--- config.mk ---
export PLATFORM = sky130hd
export DESIGN_NAME = counter_monitor_flat
export DESIGN_NICKNAME = d
export VERILOG_FILES = /design/src/rtl/counter_monitor_pkg.sv /design/src/rtl/counter_monitor_if.sv /design/src/rtl/counter_monitor_fifo.sv /design/src/rtl/counter_monitor.sv /design/src/flat_wrapper.sv
export SDC_FILE = /design/constraint.sdc
export NUM_CORES = 1
export LEC_CHECK = 0
export ABC_AREA = 1
export BUFFER_PORTS_ARGS = -buffer_cell sky130_fd_sc_hd__buf_4
export CAP_MARGIN = 20
export CORE_MARGIN = 4
export CORE_UTILIZATION = 43
export DETAILED_ROUTE_END_ITERATION = 16
export GPL_ROUTABILITY_DRIVEN = 1
export PLACE_DENSITY = 0.68
export SLEW_MARGIN = 20
export SYNTH_ARGS = -nofsm -noshare
export SYNTH_HDL_FRONTEND = slang
export SYNTH_SLANG_ARGS = --single-unit
--- constraint.sdc ---
create_clock -name CLK -period 13.4 [get_ports CLK]
set_input_delay 2.68 -clock CLK [delete_from_list [all_inputs] [get_ports CLK]]
set_output_delay 2.68 -clock CLK [all_outputs]
set_load 0.02 [all_outputs]
--- src/rtl/counter_monitor_pkg.sv ---
// Shared codes, widths and the event record for the counter monitor.
// Mode and tag encodings live only here; every other file imports them.
package counter_monitor_pkg;

    localparam int unsigned DATA_W = 32;
    localparam int unsigned TAG_W  = 2;
    localparam int unsigned MODE_W = 2;
    localparam int unsigned CNT_W  = 16;

    localparam logic ALTO = 1'b1;
    localparam logic BAJO = 1'b0;

    typedef enum logic [MODE_W-1:0] {
        MODO_INC  = 2'b00,
        MODO_DEC  = 2'b01,
        MODO_INC3 = 2'b10,
        MODO_LOAD = 2'b11
    } modo_e;

    typedef enum logic [TAG_W-1:0] {
        TAG_RCO  = 2'b00,
        TAG_LOAD = 2'b01,
        TAG_MODO = 2'b10,
        TAG_STEP = 2'b11
    } tag_e;

    typedef struct packed {
        tag_e              tag;
        logic [DATA_W-1:0] data;
    } ev_entry_t;

    localparam int unsigned EV_W = $bits(ev_entry_t);

    // Counter increment for a counting mode; a load has no predictable step.
    function automatic logic [DATA_W-1:0] step_delta(input modo_e m);
        logic [DATA_W-1:0] d;
        case (m)
            MODO_INC:  d = DATA_W'(1);
            MODO_DEC:  d = '1;
            MODO_INC3: d = DATA_W'(3);
            default:   d = '0;
        endcase
        return d;
    endfunction

endpackage

--- src/rtl/counter_monitor_if.sv ---
// Event stream head: the monitor drives valid/tag/data, the consumer drives ready.
interface counter_monitor_if;
    import counter_monitor_pkg::*;

    logic              EV_VALID;
    logic              EV_READY;
    logic [TAG_W-1:0]  EV_TAG;
    logic [DATA_W-1:0] EV_DATA;

    modport master (
        output EV_VALID,
        output EV_TAG,
        output EV_DATA,
        input  EV_READY
    );

    modport slave (
        input  EV_VALID,
        input  EV_TAG,
        input  EV_DATA,
        output EV_READY
    );

endinterface

--- src/rtl/counter_monitor_fifo.sv ---
// Synchronous FIFO for monitor events; head is shown from registers, zero when empty.
// A push into a full FIFO is accepted only when a pop happens at the same edge.
module monitor_fifo #(
    parameter int unsigned WIDTH = 34,
    parameter int unsigned DEPTH = 4
) (
    input  logic             clk_i,
    input  logic             rst_i,
    input  logic             push_i,
    input  logic             pop_i,
    input  logic [WIDTH-1:0] wdata_i,
    output logic [WIDTH-1:0] rdata_o,
    output logic             full_o,
    output logic             empty_o
);

    localparam int unsigned AW = (DEPTH > 1) ? $clog2(DEPTH) : 1;
    localparam int unsigned CW = $clog2(DEPTH + 1);

    logic [WIDTH-1:0] mem_q [DEPTH];
    logic [AW-1:0]    wr_ptr_q, wr_ptr_d;
    logic [AW-1:0]    rd_ptr_q, rd_ptr_d;
    logic [CW-1:0]    count_q, count_d;
    logic             do_push, do_pop;

    assign full_o  = (count_q == CW'(DEPTH));
    assign empty_o = (count_q == '0);
    assign do_pop  = pop_i && !empty_o;
    assign do_push = push_i && (!full_o || do_pop);
    assign rdata_o = empty_o ? '0 : mem_q[rd_ptr_q];

    always_comb begin
        wr_ptr_d = wr_ptr_q;
        rd_ptr_d = rd_ptr_q;
        count_d  = count_q;
        if (do_push) begin
            wr_ptr_d = wr_ptr_q + AW'(1);
        end
        if (do_pop) begin
            rd_ptr_d = rd_ptr_q + AW'(1);
        end
        count_d = count_q + CW'(do_push) - CW'(do_pop);
    end

    always_ff @(posedge clk_i) begin
        if (rst_i) begin
            wr_ptr_q <= '0;
            rd_ptr_q <= '0;
            count_q  <= '0;
        end else begin
            wr_ptr_q <= wr_ptr_d;
            rd_ptr_q <= rd_ptr_d;
            count_q  <= count_d;
        end
    end

    // Storage carries no reset; the empty flag masks stale contents.
    always_ff @(posedge clk_i) begin
        if (!rst_i && do_push) begin
            mem_q[wr_ptr_q] <= wdata_i;
        end
    end

endmodule

--- src/rtl/counter_monitor.sv ---
// Watches a 32-bit counter's controls and output, flags bad steps and
// queues tagged events (step error, load, rollover, mode change) for a consumer.
module counter_monitor
    import counter_monitor_pkg::*;
#(
    parameter int unsigned FIFO_DEPTH = 4
) (
    input  logic              CLK,
    input  logic              RESET,
    input  logic              ENABLE,
    input  logic [MODE_W-1:0] MODO,
    input  logic [DATA_W-1:0] Q,
    input  logic              RCO,
    input  logic              LOAD,
    counter_monitor_if.master ev,
    output logic [CNT_W-1:0]  RCO_COUNT,
    output logic              STEP_ERR,
    output logic              DROPPED
);

    modo_e             cur_modo;
    logic [DATA_W-1:0] prev_q_q;
    modo_e             prev_modo_q;
    logic              prev_en_q;
    logic              prev_valid_q;
    logic              prev_rco_q;
    logic              prev_load_q;

    logic [CNT_W-1:0]  rco_count_q, rco_count_d;
    logic              step_err_q, step_err_d;
    logic              dropped_q, dropped_d;

    logic [DATA_W-1:0] exp_q_c;
    logic              step_err_c, load_rise_c, rco_rise_c, modo_chg_c;
    logic              any_ev_c, multi_ev_c;
    logic [2:0]        n_ev_c;
    ev_entry_t         ev_entry_c;
    ev_entry_t         head;
    logic              fifo_full, fifo_empty;
    logic              push_c, pop_c, drop_c;

    assign cur_modo = modo_e'(MODO);
    assign exp_q_c  = prev_q_q + step_delta(prev_modo_q);

    // Q seen now is the counter's answer to the controls seen one edge ago.
    always_comb begin
        step_err_c = BAJO;
        if (prev_valid_q) begin
            if (!prev_en_q) begin
                step_err_c = (Q != prev_q_q);
            end else if (prev_modo_q != MODO_LOAD && cur_modo == prev_modo_q) begin
                step_err_c = (Q != exp_q_c);
            end
        end
    end

    assign load_rise_c = prev_valid_q && LOAD && !prev_load_q;
    assign rco_rise_c  = prev_valid_q && RCO && !prev_rco_q;
    assign modo_chg_c  = prev_valid_q && (cur_modo != prev_modo_q);

    assign n_ev_c     = 3'(step_err_c) + 3'(load_rise_c) + 3'(rco_rise_c) + 3'(modo_chg_c);
    assign any_ev_c   = (n_ev_c != '0);
    assign multi_ev_c = (n_ev_c > 3'(1));

    // One write per cycle: step error, then load, then rollover, then mode change.
    always_comb begin
        ev_entry_c = '0;
        if (step_err_c) begin
            ev_entry_c = '{tag: TAG_STEP, data: Q};
        end else if (load_rise_c) begin
            ev_entry_c = '{tag: TAG_LOAD, data: Q};
        end else if (rco_rise_c) begin
            ev_entry_c = '{tag: TAG_RCO, data: Q};
        end else if (modo_chg_c) begin
            ev_entry_c = '{tag: TAG_MODO, data: DATA_W'(MODO)};
        end
    end

    assign pop_c  = !fifo_empty && ev.EV_READY;
    assign push_c = any_ev_c && (!fifo_full || pop_c);
    assign drop_c = multi_ev_c || (any_ev_c && !push_c);

    always_comb begin
        rco_count_d = rco_count_q;
        step_err_d  = step_err_q;
        dropped_d   = dropped_q;
        if (rco_rise_c && (rco_count_q != '1)) begin
            rco_count_d = rco_count_q + CNT_W'(1);
        end
        if (step_err_c) begin
            step_err_d = ALTO;
        end
        if (drop_c) begin
            dropped_d = ALTO;
        end
    end

    always_ff @(posedge CLK) begin
        if (RESET) begin
            prev_q_q     <= '0;
            prev_modo_q  <= MODO_INC;
            prev_en_q    <= BAJO;
            prev_valid_q <= BAJO;
            prev_rco_q   <= BAJO;
            prev_load_q  <= BAJO;
            rco_count_q  <= '0;
            step_err_q   <= BAJO;
            dropped_q    <= BAJO;
        end else begin
            prev_q_q     <= Q;
            prev_modo_q  <= cur_modo;
            prev_en_q    <= ENABLE;
            prev_valid_q <= ALTO;
            prev_rco_q   <= RCO;
            prev_load_q  <= LOAD;
            rco_count_q  <= rco_count_d;
            step_err_q   <= step_err_d;
            dropped_q    <= dropped_d;
        end
    end

    monitor_fifo #(
        .WIDTH (EV_W),
        .DEPTH (FIFO_DEPTH)
    ) u_fifo (
        .clk_i   (CLK),
        .rst_i   (RESET),
        .push_i  (push_c),
        .pop_i   (pop_c),
        .wdata_i (ev_entry_c),
        .rdata_o (head),
        .full_o  (fifo_full),
        .empty_o (fifo_empty)
    );

    assign ev.EV_VALID = !fifo_empty;
    assign ev.EV_TAG   = head.tag;
    assign ev.EV_DATA  = head.data;

    assign RCO_COUNT = rco_count_q;
    assign STEP_ERR  = step_err_q;
    assign DROPPED   = dropped_q;

endmodule

--- src/flat_wrapper.sv ---
// flat-port wrapper written by rule: the top's interface ports become plain ports
module counter_monitor_flat import counter_monitor_pkg::*;
#(
    parameter int unsigned FIFO_DEPTH = 4
)
  (CLK, RESET, ENABLE, MODO, Q, RCO, LOAD, RCO_COUNT, STEP_ERR, DROPPED, ev_EV_VALID, ev_EV_TAG, ev_EV_DATA, ev_EV_READY);
  counter_monitor_if ev_i ();
  input  logic CLK;
  input  logic RESET;
  input  logic ENABLE;
  input  logic [MODE_W-1:0] MODO;
  input  logic [DATA_W-1:0] Q;
  input  logic RCO;
  input  logic LOAD;
  output logic [CNT_W-1:0] RCO_COUNT;
  output logic STEP_ERR;
  output logic DROPPED;
  output wire logic [$bits(ev_i.EV_VALID)-1:0] ev_EV_VALID;
  output wire logic [$bits(ev_i.EV_TAG)-1:0] ev_EV_TAG;
  output wire logic [$bits(ev_i.EV_DATA)-1:0] ev_EV_DATA;
  input wire logic [$bits(ev_i.EV_READY)-1:0] ev_EV_READY;
  assign ev_EV_VALID = ev_i.EV_VALID;
  assign ev_EV_TAG = ev_i.EV_TAG;
  assign ev_EV_DATA = ev_i.EV_DATA;
  assign ev_i.EV_READY = ev_EV_READY;
  counter_monitor #(.FIFO_DEPTH(FIFO_DEPTH)) u_core (.CLK(CLK), .RESET(RESET), .ENABLE(ENABLE), .MODO(MODO), .Q(Q), .RCO(RCO), .LOAD(LOAD), .ev(ev_i), .RCO_COUNT(RCO_COUNT), .STEP_ERR(STEP_ERR), .DROPPED(DROPPED));
endmodule
After elaboration in Yosys (flattened, before gate mapping) --
Memory sizes are Yosys's and may differ from the RTL's. A register that Yosys moved wholly into a read port is not among the register bits. Cells that the tools add are included.
Cells by class: reductions and logical operators 25, multiplexer cells 14, equality and inequality tests 9, add/sub/neg operators 9, magnitude comparators 1
Operators by type and width (number):
- 34-bit two-way mux | 5
- 32-bit case mux with 3 select lines | 1
- 32-bit inequality test | 2
- 32-bit adder | 1
- 16-bit by 1-bit adder with 16-bit output, second input constant | 1
- 16-bit inequality test, second input constant | 1
- 1-bit logical AND | 13
- 3-bit by 1-bit adder with 3-bit output | 3
- 1-bit zero test | 6
- 1-bit two-way mux | 6
- 2-bit by 1-bit adder with 2-bit output, second input constant | 2
- 2-bit two-way mux | 2
- 3-bit equality test, second input constant | 1
- 3-bit by 1-bit greater-than comparator with 1-bit output, second input constant | 1
- 3-bit zero test | 1
- 1-bit logical OR | 3
- 3-bit nonzero test | 1
- 3-bit by 1-bit subtractor with 3-bit output | 1
- 1-bit by 1-bit adder with 2-bit output | 1
- 2-bit by 1-bit equality test with 1-bit output, second input constant | 1
- 2-bit equality test | 1
- 2-bit equality test, second input constant | 1
- 2-bit zero test | 1
- 2-bit inequality test | 1
- 2-bit inequality test, second input constant | 1
Word-level totals: RAM bits 136, output and inout port bits 53, bits in registers 63, memories 1, bits of input ports 40
Memories:
- u_core.u_fifo.mem_q | depth 4, bits a word 34, read ports 1, clocked after Yosys merged registers in 1, wr ports 1, RTL line counter_monitor_fifo.sv:20 | logic [WIDTH-1:0] mem_q [DEPTH];

Depth between registers and ports, before layout --
Gate-level depths: netlist of run 1.
word-level depth 16, gate-level depth with buffers 41, gate-level depth less buffers 40

Modules after synthesis --
Synthesis of run 1 repeated with hierarchy kept, for this count alone.
Unflattened totals: cells, all modules 1555, area, all modules 11752.5 um^2
By module, submodules not included:
- counter_monitor | seq. area each 1121.1 um^2, times used 1, area each 5978.2 um^2, cells each 1081
- monitor_fifo | seq. area each 4264.1 um^2, times used 1, area each 5774.3 um^2, cells each 474

Worst setup path before layout of run 1 --
Ideal clock, no wire load.
path kind in2reg, start in Q[8], end mem u_core.u_fifo.mem_q[0][0] (enable), data arrival time 6726 ps, data required time 12975 ps, cell stages on the path 20, path slack 6249 ps, path through xnor2_1 > xor2_1 > xor2_1 > nand2_1 > inv_1 > nand4_1 > nor3_1 > nand3_1 > nand2_1 > nand2_2 > nand2_4 > buf_6 > ha_1 > inv_1 > fa_1 > ha_1 > nor3_1 > nor2_1 > nand2_1 > nor2_1
Between the ends: cells in the longest elaborated chain, start to end 13, elaborated cells between the ends (all ways) 14, those cells by class 3 x add/sub; 2 x eq/ne; 5 x mux; 4 x reduce/logical
RTL lines:
- from (decl) | RTL line flat_wrapper.sv:12 | input logic [DATA_W-1:0] Q;
- 32-bit inequality test | RTL line counter_monitor.sv:52 | step_err_c = (Q != exp_q_c);
- 1-bit two-way mux | RTL line counter_monitor.sv:51 | end else if (prev_modo_q != MODO_LOAD && cur_modo == prev_modo_q) begin
- 1-bit two-way mux * | RTL line counter_monitor.sv:49 | if (!prev_en_q) begin
- 1-bit two-way mux * | RTL line counter_monitor.sv:48 | if (prev_valid_q) begin
- 1-bit by 1-bit adder with 2-bit output * | RTL line counter_monitor.sv:61 | assign n_ev_c = 3'(step_err_c) + 3'(load_rise_c) + 3'(rco_rise_c) + 3'(modo_chg_c);
- 3-bit by 1-bit adder with 3-bit output * (2 in series) | RTL line counter_monitor.sv:61
- 3-bit nonzero test * | RTL line counter_monitor.sv:62 | assign any_ev_c = (n_ev_c != '0);
- 1-bit logical AND * | RTL line counter_monitor.sv:80 | assign push_c = any_ev_c && (!fifo_full || pop_c);
- 1-bit logical AND * | RTL line counter_monitor_fifo.sv:29 | assign do_push = push_i && (!full_o || do_pop);
- 1-bit logical AND * | RTL line counter_monitor_fifo.sv:59 | if (!rst_i && do_push) begin
- 1-bit two-way mux * | RTL line counter_monitor_fifo.sv:59
- 1-bit two-way mux (not written as such) * | RTL line counter_monitor_fifo.sv:60 | mem_q[wr_ptr_q] <= wdata_i;
- to (decl) | RTL line counter_monitor_fifo.sv:20
Every way passes the cells marked *; elsewhere a longest branch is shown, timed or not.

Final worst setup path of run 1 --
start in Q[31], end mem u_core.u_fifo.mem_q[2][23] (enable)
The elaborated chain is that of the path after synthesis.

==> results of run 1 <==
## through the flow
stage | cell area [um2] | util, % | instances | setup WS (ns)
floorplan | 11400 | - | 1496 | 6.25
global placement | 12300 | 47.3 | 1879 | 6.09
detailed placement | 12300 | 47.3 | 1879 | 5.94
CTS | 13000 | 50.0 | 1916 | 6.44
global route | 13100 | 50.2 | 1917 | 5.77
finish | 13100 | 50.2 | 1917 | 6.46
## synthesized netlist by cell type, types with 2 or more instances
cell type,count
nor4_1,4
nor3b_1,2
fa_1,3
buf_1,2
nand3_1,69
inv_2,5
a221oi_1,5
o21bai_1,4
clkbuf_1,33
inv_1,187
nand2_1,318
o21ai_0,94
edfxtp_1,136
nor2_2,9
clkinv_1,2
buf_2,5
xnor2_1,13
nor3_1,16
nor2_1,296
o2111ai_1,2
buf_6,7
nand3b_1,3
nand4_1,16
xor2_1,39
o21a_1,3
o22ai_1,6
dfxtp_1,65
ha_1,15
or2_2,3
a21oi_1,119
nor3_2,2
buf_4,2
## area by class of cell
cell class | count | share of cell area, %
clock buffer | 23 | 4.08
clock inverter | 14 | 1.38
inverter | 194 | 5.57
multi-input combinational | 1052 | 38.8
sequential | 201 | 41.2
tap | 335 | 3.21
timing repair buffer | 98 | 5.78
## kinds of logic (layout without fill, tap and decap cells)
group	Yosys count	after routing	share of synthesized area, %
fa+ha+maj	18	18	2.18
flops	201	201	47.3
simple gates	742	742	26.5
xor+xnor	55	55	4.48
compound gates	237	237	11.0
buf+inv	243	329	8.59
## power by group
part	internal, mW	leakage, nW	switching (mW)
clock network	0.366	0.353	0.237
logic	0.193	3.64	0.388
registers	0.734	1.79	0.0232
total	1.29	5.79	0.649
## how the worst max path moves through the flow
| stage | from | to | slack (ns) |
|---|---|---|---|
| 6_report | Q[31] | u_core.u_fifo.mem_q[2][23] | 6.46 |
| 5_1_grt | u_core.prev_modo_q[0] | u_core.u_fifo.mem_q[3][27] | 5.77 |
| 4_1_cts | Q[31] | u_core.u_fifo.mem_q[3][3] | 6.44 |
| 3_5_place_dp | Q[31] | u_core.u_fifo.mem_q[3][29] | 5.94 |
| 3_3_place_gp | Q[30] | u_core.u_fifo.mem_q[3][24] | 6.09 |
| 2_1_floorplan | Q[8] | u_core.u_fifo.mem_q[0][0] | 6.25 |
## sequential cells by signal, summed over array words and instances (netlist names), 2 cells and up, named ones only
register and flops:
u_core.u_fifo.rd_ptr_q 2, u_core.u_fifo.count_q 3, u_core.u_fifo.wr_ptr_q 2, u_core.u_fifo.mem_q 136, u_core.prev_modo_q 2, u_core.RCO_COUNT 16, u_core.prev_q_q 32
## routing by layer
metal	vias to the layer above	wire [um]	global-route usage, %
met5	-	0	0
met4	0	800	5.69
met3	52	2120	2.50
met2	341	13800	32.9
met1	4636	13800	29.9
li1	4987	-	-
## worst min-delay path, cell delays in order (launching register included)
cell and delay, ns:
dfxtp_1 0.29, inv_1 0.06, a21oi_1 0.07
## placed cells by master, fill, tap and decap left out, drive strengths merged
master   netlist  final
a21oi        120    120
a221oi         5      5
a31oi          1      1
and2           1      1
and3           1      1
buf           16     98
bufinv         0      4
clkbuf        33     23
clkinv         2     10
dfxtp         65     65
edfxtp       136    136
fa             3      3
ha            15     15
inv          192    194
nand2        320    320
nand3         69     69
nand3b         3      3
nand4         16     16
nor2         305    305
nor3          18     18
nor3b          2      2
nor4           4      4
o2111ai        2      2
o211a          1      1
o21a           3      3
o21ai         94     94
o21bai         4      4
o22ai          6      6
o31ai          1      1
or2            3      3
xnor2         14     14
xnor3          1      1
xor2          40     40
==> results.toml, run 1 <==
[status]
outcome = "finished, final reports clean"

[critical_path]
required_ns = 13.50
crit_family = "simple AND/OR/NAND/NOR gates"
r2r_cells = 32
crit_path_start_kind = "input pin"
critical_path.cell_chain = "buf_4 -> inv_1 -> o22ai_1 -> a221oi_1 -> nand3_1 -> nor4_1 -> nand4_1 -> nor4_1 -> nor2_1 -> nand2_4 -> ha_1 -> inv_1 -> fa_1 -> ha_1 -> nor3_1 -> nor2_1 -> nand2_1 -> nor2_4"
cp.depth = 18
critPathMaxFanout = 36
cp-end-kind = "flop"
reg2reg_to = "u_core.u_fifo.mem_q[2][23]"
max_stage_delay_ns = 0.88
rr_startpoint = "u_core.prev_modo_q[0]"
arrival_ns = 7.04
r2r_setup_slack_ns = 6.51
crit_buf_inv = 3
critical_path_class = "input pin to flop"
crit_path_top_delay_cell = "nor2_4"

[floorplan]
die_h_um = 171
dieArea_mm2 = 0.0292
core_mm2 = 0.0261
ios = 93
initial_core_util_pct = 43.7
dieWidth_um = 171
rows = 59

[clocking]
cts_buffers = 21
clk_pin_slew_ns = 0.06
cts-root-buf = "clkbuf_16"
cts_setup_buffers = 0
post_cts_resized = 0
cts_hold_buffers = 0
clock_path_buffers = 3
cts_tree = "done"
htreeDepth = 1
clkLatencyLatePin_ns = 0.49
clkSinkCount = 201

[timing]
slew_headroom_pct = 29.6
finalCriticalPeriod_ns = 6.94
setup-tns-final_ns = 0
timing.fmax_mhz = 144
rsz0062_at_grt = "no"
setup_viol = 0
tightest_slew_ns = 1.05
post-route-period-util_pct = 51.8
hold_violations = 0
slew_viol_final = 0
holdWs_ns = 0.475
fin_worst_skew_ns = 0.0129

[global_route]
grt_pass1_wl_um = 48000
grt_max_degree = 70
track_usage_pct = 20.6
antenna_found_initial = 0
overflow = 0
grt_pass1_vias = 9049

[layout]
regArea_mm2 = 0.00539
fill_cells = 2472
antenna_cells = 0
nNetsFinal = 1626
syn2layout_area_growth_pct = 14.7
drive_above_1_share_pct = 10.2
multi_input_area_mm2 = 0.00507

[place]
portBuffers = 92
gp_congestion = 1.00
hpwl_um = 22100

[detailed_routing]
first_pass_iters = 5
drcViolationCount = 0
ant_nets = 0
vias = 10000
drt_wl_total_um = 30500
routed_via_density = 5.22
wl_per_cell_um = 15.9
drtIter0Drc = 762

[min_path]
min_to = "u_core.u_fifo.rd_ptr_q[1]"
min_from = "u_core.u_fifo.rd_ptr_q[1]"
hp-class = "flop to flop"
hold_path_depth = 2

[logic_synthesis]
async_flop_share_pct = 0
yosys.area.top_type = "edfxtp_1"
synth_edf_count = 136
synth_top_area_share_pct = 35.9
synth-seq-cells = 201
yosysSeqAreaShare_pct = 47.3
ys_warn_count = 0
ys_types = 43
syn_area_mm2 = 0.0114
ys.flop_type = "edfxtp_1"
synth_fp_nets = 1554
ys_top_cells_by_area = "edfxtp_1 36%, dfxtp_1 11%, nand2_1 10%, nor2_1 9.8%, inv_1 6.2%"
netlist_instances = 1496
synth_area_per_cell_um2 = 7.61

[pwr]
finalPower_mw = 1.94
power.leakage_nw = 5.79
ir_drop_v = 0.000144
powerDensity_mw_per_mm2 = 149

[flow_run]
cap_violations = 0
Power figures use the tool's default switching activity.
==> inputs of run 2 (changes only) <==
Settings changed: ABC_AREA 1 to 0.
Clock period 13.4 ns to 6.82 ns, I/O delays scaled along.
==> run 2 against run 1 <==
Net effect:
- global-route usage about the same
- worst hold slack better by 0.014 ns
- critical path depth up 10
- sequential cell count unchanged
- synthesized area down 2.7%
- clock skew down 0.0013 ns
- core utilization up 0.41 points
- sequential power up 100%
- cell count down 27%
- first-iteration DRC count down 14%
- clock power up 77%
- highest routed layer unchanged
==> results.toml, run 2 <==
[status]
outcome = "finished, final reports clean"

[global_route]
grt_pass1_vias = 7851
grt_pass1_wl_um = 46200
overflow = 0
grt_max_degree = 66
antenna_found_initial = 0
track_usage_pct = 20.6

[clocking]
cts_buffers = 21
cts_tree = "done"
cts_setup_buffers = 0
clkLatencyLatePin_ns = 0.50
cts-root-buf = "clkbuf_16"
clkSinkCount = 201
clk_pin_slew_ns = 0.06
clock_path_buffers = 3
htreeDepth = 1

[timing]
post-route-period-util_pct = 93.1
holdWs_ns = 0.489
timing.fmax_mhz = 158
fin_worst_skew_ns = 0.0116
setup-tns-final_ns = 0
tightest_slew_ns = 0.815
finalCriticalPeriod_ns = 6.35
layout_setup_ws_ns = 0.474
rsz0062_at_grt = "no"
hold_violations = 0
setup_viol = 0
slew_viol_final = 0
slew_headroom_pct = 45.2

[layout]
largest_reg_flops = 136
nNetsFinal = 1121
regArea_mm2 = 0.00539
final_cell_mix = "136 x edfxtp_1, 109 x buf_4, 71 x nor2b_1"
final_util_pct = 50.6
syn2layout_area_growth_pct = 15.3
top_register = "u_core.u_fifo.mem_q"
multi_input_area_mm2 = 0.00535
final_common_cell = "edfxtp_1"
antenna_cells = 0
fill_cells = 2264
drive_above_1_share_pct = 18.6

[detailed_routing]
wl_per_cell_um = 21.0
drtIter0Drc = 653
first_pass_iters = 5
drt-met1-wl_um = 13300
topRoutingLayerUsed = "met4"
ant_nets = 0
vias = 8101
wl_met3_um = 1910
drt_wl_total_um = 29500
drcViolationCount = 0
wl_met2_um = 13800
routed_via_density = 5.75

[pwr]
ir_drop_v = 0.000247
power.leakage_nw = 4.49
finalPower_mw = 3.85
powerDensity_mw_per_mm2 = 302

[logic_synthesis]
synth_fp_nets = 1047
synth-seq-cells = 201
netlist_instances = 989
async_flop_share_pct = 0
ys_warn_count = 0
yosys.area.top_type = "edfxtp_1"
ys.flop_type = "edfxtp_1"
synth_top_area_share_pct = 36.9
yosysSeqAreaShare_pct = 48.6
synth_area_per_cell_um2 = 11.2
synth_edf_count = 136
ys_types = 83
ys_top_cells_by_area = "edfxtp_1 37%, dfxtp_1 12%, mux4_2 6.9%, xnor2_1 4.6%, nor2b_1 4.0%"
syn_area_mm2 = 0.0111
synth_most_common_cell = "edfxtp_1"
synth_common_cells = "136 x edfxtp_1, 71 x nor2b_1, 69 x nor2_1"

[critical_path]
critical_path_class = "flop to flop"
required_ns = 7.17
max_stage_delay_ns = 0.52
cp-end-kind = "flop"
arrival_ns = 6.70
crit_path_start_kind = "flop"
r2r_setup_slack_ns = 0.47
crit_path_top_delay_cell = "or4_1"
critPathMaxFanout = 4
cpMostUsedCell = "ha_1"

[floorplan]
dieArea_mm2 = 0.0284
core_mm2 = 0.0253
rows = 58
dieWidth_um = 169
ios = 93
initial_core_util_pct = 43.9
die_h_um = 169

[place]
gp_congestion = 0.985
portBuffers = 92
dp_slack_ns = 0.405
hpwl_um = 21500

[flow_run]
cap_violations = 0

[min_path]
hp-class = "flop to flop"
[run 2: changes by cell type after synthesis, sizes merged, moves of 34 or more]
| cell | before | now |
|---|---|---|
| o21ai | 94 | 41 |
| and2 | 1 | 46 |
| nor2 | 305 | 69 |
| nand2 | 320 | 44 |
| nand3 | 69 | 18 |
| nor2b | 0 | 71 |
| a21oi | 120 | 26 |
| mux4 | 0 | 34 |
| xnor2 | 14 | 58 |
| inv | 192 | 21 |
[run 2: worst paths after layout]
check | end | cells after the start | startpoint
max | u_core.u_fifo.count_q[2] | 28 | u_core.prev_modo_q[0]
min | u_core.STEP_ERR | 2 | u_core.STEP_ERR
max reg2reg | u_core.u_fifo.count_q[2] | 28 | u_core.prev_modo_q[0]
min reg2reg | u_core.STEP_ERR | 2 | u_core.STEP_ERR
[run 2: what timing repair did]
action	4_1_cts	5_1_grt
gates resized for setup	0	2
hold buffers	0	0
endpoints found under the setup margin	0	1
[run 2: per-stage QoR]
stage               cell area (um2)  std cells
global route                  12800       1408
detailed placement            12100       1370
CTS                           12700       1408
finish                        12800       1408
global placement              12100       1370
floorplan                     11100        989
[run 2: where the power goes]
group          total [mW]  internal (mW)  switching (mW)  leakage (nW)
sequential           1.55           1.48          0.0691          1.79
combinational        1.24          0.560           0.683          2.38
clock                1.07          0.621           0.446         0.311
[run 2: layout make-up]
| type | count | share of cell area [%] |
|---|---|---|
| sequential | 201 | 42.2 |
| tap | 330 | 3.23 |
| inverter | 22 | 0.647 |
| clock inverter | 8 | 0.549 |
| clock buffer | 30 | 4.46 |
| timing repair buffer | 113 | 7.04 |
| multi-input combinational | 704 | 41.9 |
[run 2: cell families after synthesis]
family	after synthesis	synth area share (%)
XOR/XNOR	90	7.24
adder cells (fa/ha/maj)	18	2.24
flip-flops	201	48.6
buffers and inverters	84	3.31
multiplexers	49	8.27
AO/OA/AOI/OAI	175	11.3
AND/OR/NAND/NOR	372	19.1
[run 2: worst max-delay path: cells and delay by family (launching register included)]
kind | cells | cell delay, ns
mux | 2 | 0.59
flops | 1 | 0.44
simple gates | 9 | 1.67
buf+inv | 3 | 0.15
compound gates | 3 | 0.72
xor+xnor | 3 | 0.40
fa+ha+maj | 8 | 2.24
[run 2: metal layers]
layer	up-vias	GRT usage [%]
li1	3828	-
met5	-	0
met3	46	2.92
met4	0	4.55
met2	292	33.2
met1	3935	29.9
==> inputs of run 3 (changes only) <==
Settings changed: CAP_MARGIN 20 to default, CORE_UTILIZATION 43 to 39, PLACE_DENSITY 0.68 to 0.63.
==> run 3 against run 2 <==
Net effect:
- first-iteration DRC count increased by 9.8%
- sequential power barely moved
- combinational power hardly changed
- worst hold slack worse by 0.011 ns
- sequential cell count did not move
==> results.toml, run 3 (synthesis gave the netlist of run 2 again) <==
[layout]
fill_cells = 2614
antenna_cells = 0
largest_reg_flops = 136
regArea_mm2 = 0.00539
final_cell_mix = "136 x edfxtp_1, 112 x buf_4, 71 x nor2b_1"
syn2layout_area_growth_pct = 16.8
top_register = "u_core.u_fifo.mem_q"
drive_above_1_share_pct = 19.3
multi_input_area_mm2 = 0.00533
final_common_cell = "edfxtp_1"
nNetsFinal = 1126

[clocking]
cts_buffers = 21
cts-root-buf = "clkbuf_16"
clk_pin_slew_ns = 0.06
post_cts_resized = 0
clkLatencyLatePin_ns = 0.50
clock_path_buffers = 3
cts_hold_buffers = 0
cts_tree = "done"
clkSinkCount = 201
cts_setup_buffers = 0
htreeDepth = 1

[critical_path]
r2r_setup_slack_ns = 0.46
crit_path_start_kind = "flop"
critPathMaxFanout = 35
cp-end-kind = "flop"
required_ns = 7.18
critical_path_class = "flop to flop"
arrival_ns = 6.72

[timing]
setup-tns-final_ns = 0
slew_viol_final = 0
rsz0062_at_grt = "no"
post-route-period-util_pct = 93.3
finalCriticalPeriod_ns = 6.36
fin_worst_skew_ns = 0.0139
slew_headroom_pct = 39.1
tightest_slew_ns = 0.904
layout_setup_ws_ns = 0.455
setup_viol = 0
timing.fmax_mhz = 157
hold_violations = 0

[detailed_routing]
drtIter0Drc = 717
vias = 8059
ant_nets = 0
wl_per_cell_um = 20.8
drcViolationCount = 0
drt_wl_total_um = 30400
routed_via_density = 5.52
first_pass_iters = 5

[global_route]
antenna_found_initial = 0
use_met3_pct = 2.53
met2_usage_pct = 31.0
grt_pass1_vias = 7749
grt_pass1_wl_um = 47100
track_usage_pct = 19.4
met1_usage_pct = 28.6
overflow = 0
grt_max_degree = 66
grt_most_used_layer = "met2"

[place]
dp_slack_ns = 0.482
portBuffers = 92
gp_congestion = 0.981
hpwl_um = 22400

[floorplan]
initial_core_util_pct = 39.7
dieArea_mm2 = 0.0312
die_h_um = 177
rows = 61
ios = 93
core_mm2 = 0.0279
dieWidth_um = 177

[pwr]
powerDensity_mw_per_mm2 = 306
power.leakage_nw = 4.55
ir_drop_v = 0.000132

[flow_run]
cap_violations = 0

[min_path]
hp-class = "flop to flop"

[status]
outcome = "finished, final reports clean"
run 3: cell count changes in the layout (fill, tap and decap cells not counted), sizes merged:
| cell | previous run | this run |
|---|---|---|
| buf | 113 | 118 |
| bufinv | 1 | 3 |
| clkbuf | 30 | 28 |
run 3: path summary, 6_finish.rpt:
check	from	endpoint	cells past startpoint
setup reg to reg	u_core.prev_modo_q[0]	u_core.u_fifo.count_q[2]	27
setup / recovery	u_core.prev_modo_q[0]	u_core.u_fifo.count_q[2]	27
hold reg to reg	u_core.DROPPED	u_core.DROPPED	2
hold / removal	u_core.DROPPED	u_core.DROPPED	2
run 3: cell type report:
type | instances | share of cell area (%)
flip-flops and latches | 201 | 41.6
inverters | 22 | 0.638
well taps | 378 | 3.66
clock buffers | 28 | 4.42
repair buffers | 118 | 7.43
multi-input cells | 704 | 41.2
clock inverters | 10 | 1.03
run 3: through the flow:
| step | cells | utilization, % | hold slack [ns] | area (um2) | power, mW |
|---|---|---|---|---|---|
| 6_report | 1461 | 46.3 | 0.477 | 12900 | 3.95 |
| 5_1_grt | 1461 | 46.3 | 0.506 | 12900 | 4.17 |
| 4_1_cts | 1461 | 46.3 | 0.483 | 12900 | 4.00 |
| 3_5_place_dp | 1423 | 43.8 | 0.466 | 12200 | 2.83 |
| 3_3_place_gp | 1423 | 43.8 | 0.460 | 12200 | 2.82 |
| 2_1_floorplan | 989 | - | 0.485 | 11100 | 2.39 |
run 3: per-layer routing:
| metal | routed length (um) | share of wire [%] |
|---|---|---|
| met5 | 0 | 0 |
| met4 | 466 | 1.5 |
| met3 | 1780 | 5.9 |
| met2 | 14200 | 47 |
| met1 | 14000 | 46 |
run 3: where the power goes:
| group | internal, mW | total (mW) | switching (mW) |
|---|---|---|---|
| clock network | 0.705 | 1.16 | 0.456 |
| registers | 1.48 | 1.54 | 0.0672 |
| logic | 0.564 | 1.25 | 0.686 |
| total | 2.75 | 3.95 | 1.21 |
run 3: critical path, cell delays in order (launching register included):
cell and delay, ns:
dfxtp_1 0.41, ha_2 0.40, buf_12 0.24, buf_4 0.25
inv_2 0.15, a32oi_1 0.61, nor3_1 0.18, a21o_1 0.23
a2111oi_0 0.38, nand4_1 0.20, nor4_1 0.30, nand3_1 0.13
o31ai_2 0.27, and2_1 0.17, ha_1 0.13, inv_1 0.05
fa_1 0.41, ha_1 0.31, nor2_1 0.05, nand2_1 0.10
nand2_1 0.13, mux2i_1 0.16, ha_1 0.15, inv_1 0.04
fa_1 0.37, xor2_1 0.17, xnor2_1 0.13, nor2_1 0.05
